## config.mk

```make
export PLATFORM = sky130hd
export DESIGN_NAME = seq_shift_alu
export DESIGN_NICKNAME = d
export VERILOG_FILES = /design/src/rtl/seq_shift_alu.sv
export SDC_FILE = /design/constraint.sdc
export NUM_CORES = 1
export LEC_CHECK = 0
export CELL_PAD_IN_SITES_DETAIL_PLACEMENT = 0
export CELL_PAD_IN_SITES_GLOBAL_PLACEMENT = 1
export CORE_UTILIZATION = 40
export DETAILED_ROUTE_END_ITERATION = 8
export PLACE_DENSITY_LB_ADDON = 0.1
export SYNTH_ARGS = -nofsm -noshare
export SYNTH_HDL_FRONTEND = slang
export SYNTH_SLANG_ARGS = --single-unit
```

## constraint.sdc

```tcl
create_clock -name clk -period 3.2 [get_ports clk]
set_input_delay 0.8 -clock clk [delete_from_list [all_inputs] [get_ports clk]]
set_output_delay 0.8 -clock clk [all_outputs]
set_load 0.005 [all_outputs]
```

## src/rtl/seq_shift_alu.sv

```systemverilog
// Registered arithmetic/logic unit with serial shifter: arithmetic and logic ops complete in one cycle,
// shifts and rotates move one bit per cycle. Results are held behind valid/ready handshakes.
module seq_shift_alu #(
    parameter int WIDTH = 8,
    parameter int SHW   = $clog2(WIDTH)
) (
    input  logic             clk,
    input  logic             rst,
    input  logic             in_valid,
    output logic             in_ready,
    input  logic [3:0]       op,
    input  logic             cin,
    input  logic [WIDTH-1:0] a,
    input  logic [WIDTH-1:0] b,
    input  logic [SHW-1:0]   shamt,
    output logic             out_valid,
    input  logic             out_ready,
    output logic [WIDTH-1:0] result,
    output logic             cout,
    output logic             zero
);

    typedef enum logic [1:0] {
        IDLE  = 2'd0,
        SHIFT = 2'd1,
        DONE  = 2'd2
    } state_t;

    localparam logic [WIDTH-1:0] ONE     = WIDTH'(1);
    localparam logic [WIDTH:0]   ONE_X   = (WIDTH + 1)'(1);
    localparam logic [SHW-1:0]   CNT_ONE = SHW'(1);

    state_t           r_state, w_state_nxt;
    logic [WIDTH-1:0] r_work, w_work_nxt;
    logic             r_cout, w_cout_nxt;
    logic [SHW-1:0]   r_cnt, w_cnt_nxt;
    logic [1:0]       r_mode, w_mode_nxt;

    logic [WIDTH:0]   w_cin_x;
    logic [WIDTH:0]   w_arith;
    logic [WIDTH-1:0] w_step;
    logic             w_step_cout;

    assign w_cin_x = {{WIDTH{1'b0}}, cin};

    // Single-cycle result; bit WIDTH carries the carry-out.
    always_comb begin
        // NOTE: every combinational output gets a default first so no path can infer a latch.
        w_arith = '0;
        casez ({op[2:0], cin})
            4'b000?: w_arith = {1'b0, a} + {1'b0, b} + w_cin_x;
            4'b001?: w_arith = {1'b0, a} + {1'b0, ~b} + w_cin_x;
            4'b0100: w_arith = {1'b0, ~a + ONE};
            4'b0101: w_arith = {1'b0, a} + ONE_X;
            4'b0110: w_arith = {1'b0, b} + {1'b0, ~ONE} + ONE_X;
            4'b0111: w_arith = {1'b0, a};
            4'b100?: w_arith = {1'b0, a & b};
            4'b101?: w_arith = {1'b0, a | b};
            4'b110?: w_arith = {1'b0, ~a};
            4'b111?: w_arith = {1'b0, a ^ b};
            default: w_arith = '0;
        endcase
    end

    always_comb begin
        w_step      = r_work;
        w_step_cout = 1'b0;
        case (r_mode)
            2'b00: begin
                w_step      = {1'b0, r_work[WIDTH-1:1]};
                w_step_cout = r_work[0];
            end
            2'b01: begin
                w_step      = {r_work[WIDTH-2:0], 1'b0};
                w_step_cout = r_work[WIDTH-1];
            end
            2'b10: begin
                w_step      = {r_work[WIDTH-2:0], r_work[WIDTH-1]};
                w_step_cout = r_work[WIDTH-1];
            end
            default: begin
                w_step      = {r_work[0], r_work[WIDTH-1:1]};
                w_step_cout = r_work[0];
            end
        endcase
    end

    always_comb begin
        w_state_nxt = r_state;
        w_work_nxt  = r_work;
        w_cout_nxt  = r_cout;
        w_cnt_nxt   = r_cnt;
        w_mode_nxt  = r_mode;
        case (r_state)
            IDLE: begin
                if (in_valid) begin
                    if (!op[3]) begin
                        w_work_nxt  = w_arith[WIDTH-1:0];
                        w_cout_nxt  = w_arith[WIDTH];
                        w_state_nxt = DONE;
                    end else begin
                        w_work_nxt  = a;
                        w_cout_nxt  = 1'b0;
                        w_mode_nxt  = op[1:0];
                        w_cnt_nxt   = shamt;
                        w_state_nxt = (shamt == '0) ? DONE : SHIFT;
                    end
                end
            end
            SHIFT: begin
                w_work_nxt = w_step;
                w_cout_nxt = w_step_cout;
                w_cnt_nxt  = r_cnt - CNT_ONE;
                if (r_cnt == CNT_ONE) begin
                    w_state_nxt = DONE;
                end
            end
            DONE: begin
                if (out_ready) begin
                    w_state_nxt = IDLE;
                end
            end
            default: w_state_nxt = IDLE;
        endcase
    end

    always_ff @(posedge clk) begin
        // NOTE: non-blocking assignments so every register updates from pre-edge values.
        if (rst) begin
            r_state <= IDLE;
            r_work  <= '0;
            r_cout  <= 1'b0;
            r_cnt   <= '0;
            r_mode  <= 2'b00;
        end else begin
            r_state <= w_state_nxt;
            r_work  <= w_work_nxt;
            r_cout  <= w_cout_nxt;
            r_cnt   <= w_cnt_nxt;
            r_mode  <= w_mode_nxt;
        end
    end

    assign in_ready  = (r_state == IDLE);
    assign out_valid = (r_state == DONE);
    assign result    = r_work;
    assign cout      = r_cout;
    assign zero      = out_valid && (r_work == '0);

endmodule

```

# [Yosys cells after proc, flatten, opt, wreduce, memory -nomap -nowiden]
# Cells that the tools add are included.
[totals] ff_bits=16 latchBits=0 ram_bits=0 rom_bits=0 output_inout_bits=12 elab_cells=67 mem_count=0
[op_classes] add_sub_neg=9 multipliers=0 n_div=0 n_lt_le_gt_ge=0 n_eq_ne=18 n_shift=0 mux=18 bitwise_logic=5 n_reduce_logical=12
[ops] operator="case mux 9 bit (10 select lines)" count=1
[ops] operator="case mux 8 bit (3 select lines)" count=1
[ops] operator="adder 8 x 8 -> 9 bit" count=2
[ops] operator="adder 9 x 1 -> 9 bit" count=2
[ops] operator="== test 4 x 3 -> 1 bit, second input constant" count=4
[ops] operator="two-way mux 8 bit" count=2
[ops] operator="NOT 8 bit" count=2
[ops] operator="case mux 8 bit (2 select lines)" count=1
[ops] operator="== test 3 bit, second input constant" count=4
[ops] operator="two-way mux 2 bit" count=5
[ops] operator="adder 8 x 1 -> 9 bit, second input constant" count=1
[ops] operator="adder 8 x 8 -> 9 bit, second input constant" count=1
[ops] operator="adder 9 x 1 -> 9 bit, second input constant" count=1
[ops] operator="AND reduction 3 bit" count=3
[ops] operator="adder 8 x 1 -> 8 bit, second input constant" count=1
[ops] operator="AND 8 bit" count=1
[ops] operator="zero test 8 bit" count=1
[ops] operator="OR 8 bit" count=1
[ops] operator="XOR 8 bit" count=1
[ops] operator="== test 3 x 1 -> 1 bit, second input constant" count=2
[ops] operator="zero test 3 bit" count=2
[ops] operator="two-way mux 3 bit" count=2
[ops] operator="case mux 2 bit (3 select lines)" count=1
[ops] operator="case mux 3 bit (2 select lines)" count=1
[ops] operator="other kinds (12)" count=19

# [Depth between registers and ports, before layout]
# Gate-level depths: netlist of the first run.
[depth] ltp_word=7 mapped_depth=10

# [Least setup slack after synthesis of the first run]
# No wires, ideal clock.
[synth_timing] kind="input to register" from="in b[0]" to="reg r_work[6], in the netlist result[6]" arrival_ps=2591 required_ps=3068 setup_slack_ps=478 path_stages=10 n_path_buf=0 path_cell_list="inv_1 -> fa_1 -> inv_1 -> fa_1 -> or2_4 -> a2111oi_2 -> o21ai_1 -> o311a_1 -> a211oi_1 -> o22ai_1"
[synth_between] elab_chain_len=7 elab_cells_between_ends=11 classes_between="add/sub (6); mux (4); bitwise (1)"
[synth_lines] item="start, declared" line="14" text="input logic [WIDTH-1:0] b,"
[synth_lines] item="NOT 8 bit" line="52" text="4'b001?: w_arith = {1'b0, a} + {1'b0, ~b} + w_cin_x;"
[synth_lines] item="adder 8 x 8 -> 9 bit" line="52"
[synth_lines] item="adder 9 x 1 -> 9 bit" line="52"
[synth_lines] item="case mux 9 bit (10 select lines) (*)" line="50" text="casez ({op[2:0], cin})"
[synth_lines] item="two-way mux 8 bit (*)" line="97" text="if (!op[3]) begin"
[synth_lines] item="two-way mux 8 bit (*)" line="96" text="if (in_valid) begin"
[synth_lines] item="case mux 8 bit (2 select lines) (*)" line="94" text="case (r_state)"
[synth_lines] item="end signal, assigned" line="137" text="r_work <= w_work_nxt;"
[synth_lines] item="end, declared" line="34" text="logic [WIDTH-1:0] r_work, w_work_nxt;"
# Mark *: on every way between the ends. The rest lies on a longest branch, timed or not. The select of a mux whose other input is x is not followed.
# A chain may end at the register's enable or synchronous reset.

# [Worst setup path in the final report of the first run]
[layout_timing] from="in b[0]" to="reg r_cout, in the netlist cout"
[layout_between] elab_chain_len=7 elab_cells_between_ends=11 classes_between="add/sub (6); mux (4); bitwise (1)"
[layout_lines] item="NOT 8 bit" line="52"
[layout_lines] item="adder 8 x 8 -> 9 bit" line="52"
[layout_lines] item="adder 9 x 1 -> 9 bit" line="52"
[layout_lines] item="case mux 9 bit (10 select lines) (*)" line="50"
[layout_lines] item="two-way mux 1 bit (*)" line="97"
[layout_lines] item="two-way mux 1 bit (*)" line="96"
[layout_lines] item="case mux 1 bit (2 select lines) (*)" line="94"
[layout_lines] item="end signal, assigned" line="138" text="r_cout <= w_cout_nxt;"
[layout_lines] item="end, declared" line="35" text="logic r_cout, w_cout_nxt;"
# Marks and branches as above.

==> results of run 1 <==
==> Yosys cell counts (3+ instances only) <==
cell type / count / area [µm²]
a211oi_1: 8 / 60.1
o21ai_0: 22 / 110
and3_1: 3 / 18.8
dfxtp_1: 16 / 320
nor2_1: 37 / 139
nand2_1: 25 / 93.8
a22oi_1: 3 / 22.5
nor2b_1: 8 / 50.1
o31ai_1: 5 / 37.5
or3_1: 3 / 18.8
a21o_1: 3 / 22.5
ha_1: 32 / 400
o2bb2ai_1: 3 / 26.3
o22ai_1: 7 / 43.8
xnor2_1: 14 / 123
a31oi_1: 8 / 50.1
a221oi_1: 7 / 61.3
nand3_1: 14 / 70.1
nand4_1: 3 / 18.8
a221o_1: 4 / 40.0
o31a_1: 3 / 26.3
fa_1: 4 / 80.1
clkbuf_1: 7 / 26.3
nand2b_1: 8 / 50.1
o211ai_1: 8 / 60.1
buf_6: 3 / 33.8
nor3_1: 13 / 65.1
mux2i_1: 8 / 80.1
buf_2: 12 / 60.1
xor2_1: 3 / 26.3
inv_1: 36 / 135
o21ai_1: 7 / 35.0
a21oi_1: 29 / 145
==> registers in the layout, summed over array words and instances, names as in the netlist <==
signal   count
r_cnt        3
result       8
r_mode       2
cout         1
r_state      2
==> layout by cell type (no fill, tap or decap), types with 16 or more instances in the layout <==
cell type	n
nand2_1	25
inv_1	36
nor2_1	37
clkdlybuf4s50_1	38
dfxtp_1	16
o21ai_0	22
a21oi_1	28
buf_4	40
ha_1	32
==> worst min-delay path, delay by kind of cell, from the launching register on <==
kind,cells,cell delay [ns]
AO/OA/AOI/OAI,1,0.06
buffers and inverters,1,0.06
flip-flops,1,0.31
==> final timing paths <==
| path | slack (ns) | to | startpoint | cells after the start |
|---|---|---|---|---|
| setup / recovery | 0.13 | cout | b[0] | 12 |
| hold / removal | 0.48 | cout | cout | 2 |
| setup reg to reg | 1.26 | result[2] | r_state[0] | 7 |
| hold reg to reg | 0.48 | cout | cout | 2 |
==> metal layers <==
layer,vias to the layer above,wire [µm],global-route usage (%)
li1,1631,-,-
met1,1507,4780,37.5
met2,124,4800,46.2
met3,18,556,1.70
met4,0,198,7.18
met5,-,0,0
==> power by group <==
part | switching [mW] | internal (mW) | total [mW]
logic | 0.309 | 0.261 | 0.569
clock network | 0.0761 | 0.109 | 0.185
registers | 0.0311 | 0.223 | 0.254
==> cells by family (layout without fill, tap and decap cells) <==
kind of cell	after synthesis	count (layout)
compound gates	143	143
xor+xnor	17	17
fa+ha+maj	36	36
buf+inv	64	121
flops	16	16
mux	8	8
simple gates	130	130
==> metrics by stage <==
stage / util, % / setup WS (ns)
6_report: 51.4 / 0.128
5_1_grt: 51.4 / 0.00481
4_1_cts: 51.2 / 0.102
3_5_place_dp: 50.5 / -0.171
3_3_place_gp: 50.5 / -0.0703
2_1_floorplan: - / 0.478
==> area by class of cell <==
cell class | instances | area share (%)
Tap cell | 99 | 3.34
Inverter | 38 | 3.85
Multi-Input combinational cell | 334 | 64.0
Timing Repair Buffer | 79 | 18.7
Sequential cell | 16 | 8.64
Clock buffer | 4 | 1.48
==> repair_timing <==
action,4_1_cts,5_1_grt
setup buffers,0,0
setup endpoints to repair,0,3
hold endpoints to repair,0,0
resized for setup,0,3
==> flow_summary.ini, run 1 <==
[timing]
setup_violations = 0
rsz0062_at_grt = yes
slew_violations = 0
clock_skew_ns = 0.00229
hold_ws_ns = 0.480
fin_crit_ns = 3.07
hold_viol = 0
final.setup.tns_ns = 0
min_period_over_period_pct = 96.0
worstMarginPinSlew_ns = 0.539
slew-limit-headroom_pct = 64.1
fmax_mhz = 326

[synthesis]
synthSimpleGateAreaFrac_pct = 22.1
synthesis.area_um2 = 2970
synth_nets = 478
synth_xor_area_share_pct = 5.01
synth_fa_ha_area_share_pct = 16.2
synth_top_family_by_area = compound AO/OA/AOI/OAI gates
ys_types = 68
synth_ff_type = dfxtp_1
synth-compound-area-share_pct = 33.5
synthCells = 414
synth_mux_area_share_pct = 2.70
ys_async_sr_fraction_pct = 0
synth_seq_cells = 16
synth_warnings = 0
yosysSeqAreaShare_pct = 10.8
synth_edf_count = 0
syn_area_per_cell_um2 = 7.17

[drt]
dr.pass1.iters = 5
drt-total-wl_um = 10300
vias = 3280
final_antenna_net_count = 0
via_per_inst = 5.75
wl_per_cell_um = 18.1
drtIter0Drc = 346
drc = 0

[setup_path]
cp_slowest_stage_delay_ns = 0.47
cp_slowest_cell = clkdlybuf4s50_1
crit_family = compound AO/OA/AOI/OAI gates
crit_chain = clkdlybuf4s50_1, inv_1, buf_4, fa_1, inv_1, fa_1, a211oi_1, o21bai_1, a21oi_2, o31ai_1, o211ai_1, a221oi_2
timing_worst_setup_path_type = in2reg
cp-end-kind = flop
worstPathMaxFanout = 2
cp_num_buf_inv = 4
cp_data_arrival_time_ns = 3.24
cp.required_ns = 3.37
startpoint_type = input pin

[clock_tree]
clock_path_buffers = 2
cts_hold_buf = 0
path_clk_slew_ns = 0.07
cts_tree = done
cts_max_level = 1
cts-root-buf = clkbuf_8
insertion_delay_ns = 0.25
clkSinkCount = 16
cts_made_buffers = 3

[power]
ir_drop_mv = 0.121
power.density_nw_per_um2 = 272
p_leak_nw = 1.53
power_mw = 1.01

[final_layout]
ff_latch_area_um2 = 320
final_nets = 536
drive_above_1_share_pct = 13.0
multiInputGateArea_um2 = 2370
fin_cells = 570
filler_cell_count = 759
design_area_um2 = 3710
antenna_cells = 0
synthToLayoutAreaGrowth_pct = 24.9

[global_routing]
grt_pass1_wl_um = 16100
grt_max_degree = 22
grt_pass1_vias = 2978
grtUsageTotal_pct = 27.3
antenna_found_initial = 0
grt_overflow = 0

[die]
start_util_pct = 41.2
core_um2 = 7210
fp-row-count = 31
die_width_um = 88.2
die_h_um = 88.2
die_area_um2 = 7770
ios = 40

[placed_design]
placed_cells = 566
placed_cell_area_um2 = 3640
routabilityCongestion = 0.914
io_buffers = 39
hpwl_um = 8370

[hold_path]
min_path_type = reg2reg

[outcome]
status = finished clean

[flow_run]
cap_violations = 0
(Power assumes the default switching activity.)
==> run 2: changes to the inputs <==
CORE_ASPECT_RATIO = 0.8   (was default)
CTS_BUF_LIST = sky130_fd_sc_hd__clkbuf_8   (was default)
SKIP_CTS_REPAIR_TIMING = 1   (was default)
==> flow_summary.ini, run 2 (synthesis gave the netlist of run 1 again) <==
[global_routing]
grt_pass1_wl_um = 16700
grt_max_degree = 23
grtUsageTotal_pct = 27.6
grt_pass1_vias = 3172
antenna_found_initial = 0
grt_overflow = 0

[die]
die_area_um2 = 7770
core_um2 = 7030
ios = 40
start_util_pct = 42.3
die_width_um = 98.3
die_h_um = 79.1
fp-row-count = 27

[setup_path]
timing_worst_setup_path_type = in2reg
cp_num_buf_inv = 4
cp.required_ns = 3.38
crit_chain = clkdlybuf4s50_1, inv_2, fa_1, inv_1, fa_1, o21ai_1, a2111oi_0, buf_4, o41ai_1, o21ai_1, a21oi_1
worstPathMaxFanout = 4
crit_family = buffers and inverters
cp_slowest_cell = clkdlybuf4s50_1
cp_slowest_stage_delay_ns = 0.50
startpoint_type = input pin
cp-end-kind = flop
cp_data_arrival_time_ns = 3.19

[timing]
fin_crit_ns = 3.00
rsz0062_at_grt = no
worst_slack_ns = 0.196
worstMarginPinSlew_ns = 0.554
min_period_over_period_pct = 93.9
hold_ws_ns = 0.485
slew-limit-headroom_pct = 63.0
fmax_mhz = 333
setup_violations = 0
slew_violations = 0
hold_viol = 0
clock_skew_ns = 0.00646

[hold_path]
min_path_type = reg2reg

[final_layout]
synthToLayoutAreaGrowth_pct = 24.9
final_nets = 536
final_cell_mix = buf_4, clkdlybuf4s50_1, nor2_1
ff_latch_area_um2 = 320
filler_cell_count = 740
fin_util_pct = 52.8
final_common_cell = buf_4
largest_reg_flops = 8
drive_above_1_share_pct = 12.7
multiInputGateArea_um2 = 2370
antenna_cells = 0
fin_cells = 558

[clock_tree]
clock_path_buffers = 2
cts-root-buf = clkbuf_8
cts_made_buffers = 3
insertion_delay_ns = 0.26
clkSinkCount = 16
cts_max_level = 1
path_clk_slew_ns = 0.07
cts_tree = done

[power]
p_leak_nw = 1.53
ir_drop_mv = 0.199
power.density_nw_per_um2 = 273

[drt]
drt-total-wl_um = 10400
dr.pass1.iters = 8
vias = 3380
drtIter0Drc = 364
drc = 3
wl_per_cell_um = 18.6
via_per_inst = 6.06
final_antenna_net_count = 0

[placed_design]
routabilityCongestion = 0.946
placed_cells = 554
hpwl_um = 8510
dpl_worst_slack_ns = -0.170
io_buffers = 39

[outcome]
status = complete, but fails checks
violations = DRC

[flow_run]
cap_violations = 0
## run 2: path summary, 6_finish.rpt
kind	cells after the start	endpoint	from	slack (ns)
setup reg to reg	7	result[2]	r_state[0]	1.27
hold / removal	2	cout	cout	0.49
hold reg to reg	2	cout	cout	0.49
setup / recovery	11	result[1]	b[0]	0.20
## run 2: tightest hold or removal path: stages (launching register included)
cell	delay [ns]
dfxtp_1	0.32
inv_1	0.06
a221oi_2	0.05
## run 2: stage by stage
step	setup TNS [ns]	cell area, µm²	power, mW
2_1_floorplan	0	2970	0.591
3_3_place_gp	-0.238	3640	0.817
3_5_place_dp	-0.414	3640	0.816
4_1_cts	0	3690	1.01
5_1_grt	0	3710	1.08
6_report	0	3710	1.01
## run 2: power by group
part | switching [mW] | internal (mW) | leakage (nW)
combinational | 0.308 | 0.261 | 1.37
clock | 0.0803 | 0.109 | 0.0288
sequential | 0.0320 | 0.223 | 0.132
total | 0.420 | 0.593 | 1.53
## run 2: layout make-up
cell class / count / area share, %
clock buffer: 4 / 1.48
inverter: 38 / 3.85
multi-input combinational: 334 / 64.1
sequential: 16 / 8.64
tap: 87 / 2.94
timing repair buffer: 79 / 19.0
## run 2: routing by layer
metal / track usage [%] / routed length [µm] / share of wire [%]
met1: 41.1 / 5000 / 48
met2: 40.6 / 4230 / 41
met3: 5.55 / 940 / 9.0
met4: 6.12 / 238 / 2.3
met5: 0 / 0 / 0
==> run 3: changes to the inputs <==
CORE_UTILIZATION = 42   (was 40)
==> flow_summary.ini, run 3 (synthesis gave the netlist of run 1 again) <==
[power]
power_mw = 1.02
power.density_nw_per_um2 = 272
p_leak_nw = 1.56
ir_drop_mv = 0.207

[global_routing]
antenna_found_initial = 0
grt_overflow = 0
grt_pass1_wl_um = 16800
grtUsageTotal_pct = 29.8
grt_pass1_vias = 3071
grt_max_degree = 19

[drt]
drc = 2
wl_per_cell_um = 18.9
drtIter0Drc = 325
dr.pass1.iters = 7
drt-total-wl_um = 10600
via_per_inst = 6.02
vias = 3398
final_antenna_net_count = 0

[clock_tree]
cts-root-buf = clkbuf_8
clkSinkCount = 16
clock_path_buffers = 2
insertion_delay_ns = 0.26
path_clk_slew_ns = 0.07
cts_max_level = 1
cts_made_buffers = 3
cts_tree = done

[placed_design]
placed_cells = 560
routabilityCongestion = 0.932
placed_cell_area_um2 = 3670
io_buffers = 39
hpwl_um = 8780

[setup_path]
timing_worst_setup_path_type = in2reg
cp_slowest_stage_delay_ns = 0.54
cp_data_arrival_time_ns = 3.16
crit_family = compound AO/OA/AOI/OAI gates
cp.required_ns = 3.34
cpMostUsedCell = fa_1
cp-end-kind = flop
cp_slowest_cell = clkdlybuf4s50_1
crit_chain = clkdlybuf4s50_1, fa_1, inv_1, fa_1, or2_4, a2111oi_2, o21ai_1, o311a_1, a211oi_1, o22ai_1
cp_num_buf_inv = 2
worstPathMaxFanout = 4
startpoint_type = input pin
r2r_slack_ns = 1.32

[timing]
hold_viol = 0
rsz0062_at_grt = no
min_period_over_period_pct = 94.4
worstMarginPinSlew_ns = 0.568
setup_violations = 0
clock_skew_ns = 0.00302
slew-limit-headroom_pct = 61.2
fmax_mhz = 331
fin_crit_ns = 3.02
hold_ws_ns = 0.480
slew_violations = 0

[final_layout]
antenna_cells = 0
final_common_cell = buf_4
final_nets = 542
final_cell_mix = buf_4, clkdlybuf4s50_1, nor2_1
design_area_um2 = 3730
synthToLayoutAreaGrowth_pct = 25.5
drive_above_1_share_pct = 13.8
fin_util_pct = 54.4
fin_cells = 564
largest_reg_flops = 8

[outcome]
violations = DRC
status = complete, but fails checks

[flow_run]
cap_violations = 0

[die]
die_width_um = 96.0
fp-row-count = 27
core_um2 = 6860
die_area_um2 = 7410
start_util_pct = 43.3
ios = 40
die_h_um = 77.2

[hold_path]
min_path_type = reg2reg
run 3: cell types whose count changed in the layout (fill, tap and decap cells not counted), sizes merged:
cell / before / now
buf: 40 / 46
run 3: layout make-up:
type                    instances  area (µm²)
flip-flops and latches         16         320
repair buffers                 85         738
multi-input cells             334        2360
well taps                      87         109
clock buffers                   4        55.1
inverters                      38         143
fillers                       703        3130
run 3: path summary, 6_finish.rpt:
path,end,start,cells past startpoint
min reg2reg,cout,cout,2
max reg2reg,result[5],r_mode[0],7
max,result[6],cin,10
min,cout,cout,2
run 3: worst register-to-register path, delay by kind of cell, from the launching register on:
kind	cells	cell delay (ns)
AO/OA/AOI/OAI	3	0.64
flip-flops	1	0.39
AND/OR/NAND/NOR	2	0.45
adder cells (fa/ha/maj)	1	0.19
buffers and inverters	1	0.08
run 3: per-stage QoR:
step                setup WS [ns]  TNS, ns
floorplan                   0.478        0
global placement          -0.0894   -0.143
detailed placement         -0.142   -0.330
CTS                         0.132        0
global route               0.0353        0
finish                      0.179        0
run 3: layer usage:
| layer | wire length, µm | GRT usage (%) | up-vias |
|---|---|---|---|
| li1 | - | - | 1638 |
| met1 | 5360 | 47.4 | 1634 |
| met2 | 4540 | 43.0 | 124 |
| met3 | 706 | 4.56 | 2 |
| met4 | 36 | 1.79 | 0 |
| met5 | 0 | 0 | - |
run 3: power by group:
group | total [mW] | internal (mW) | switching (mW)
clock network | 0.188 | 0.109 | 0.0784
logic | 0.573 | 0.263 | 0.310
registers | 0.255 | 0.223 | 0.0315
total | 1.02 | 0.596 | 0.419
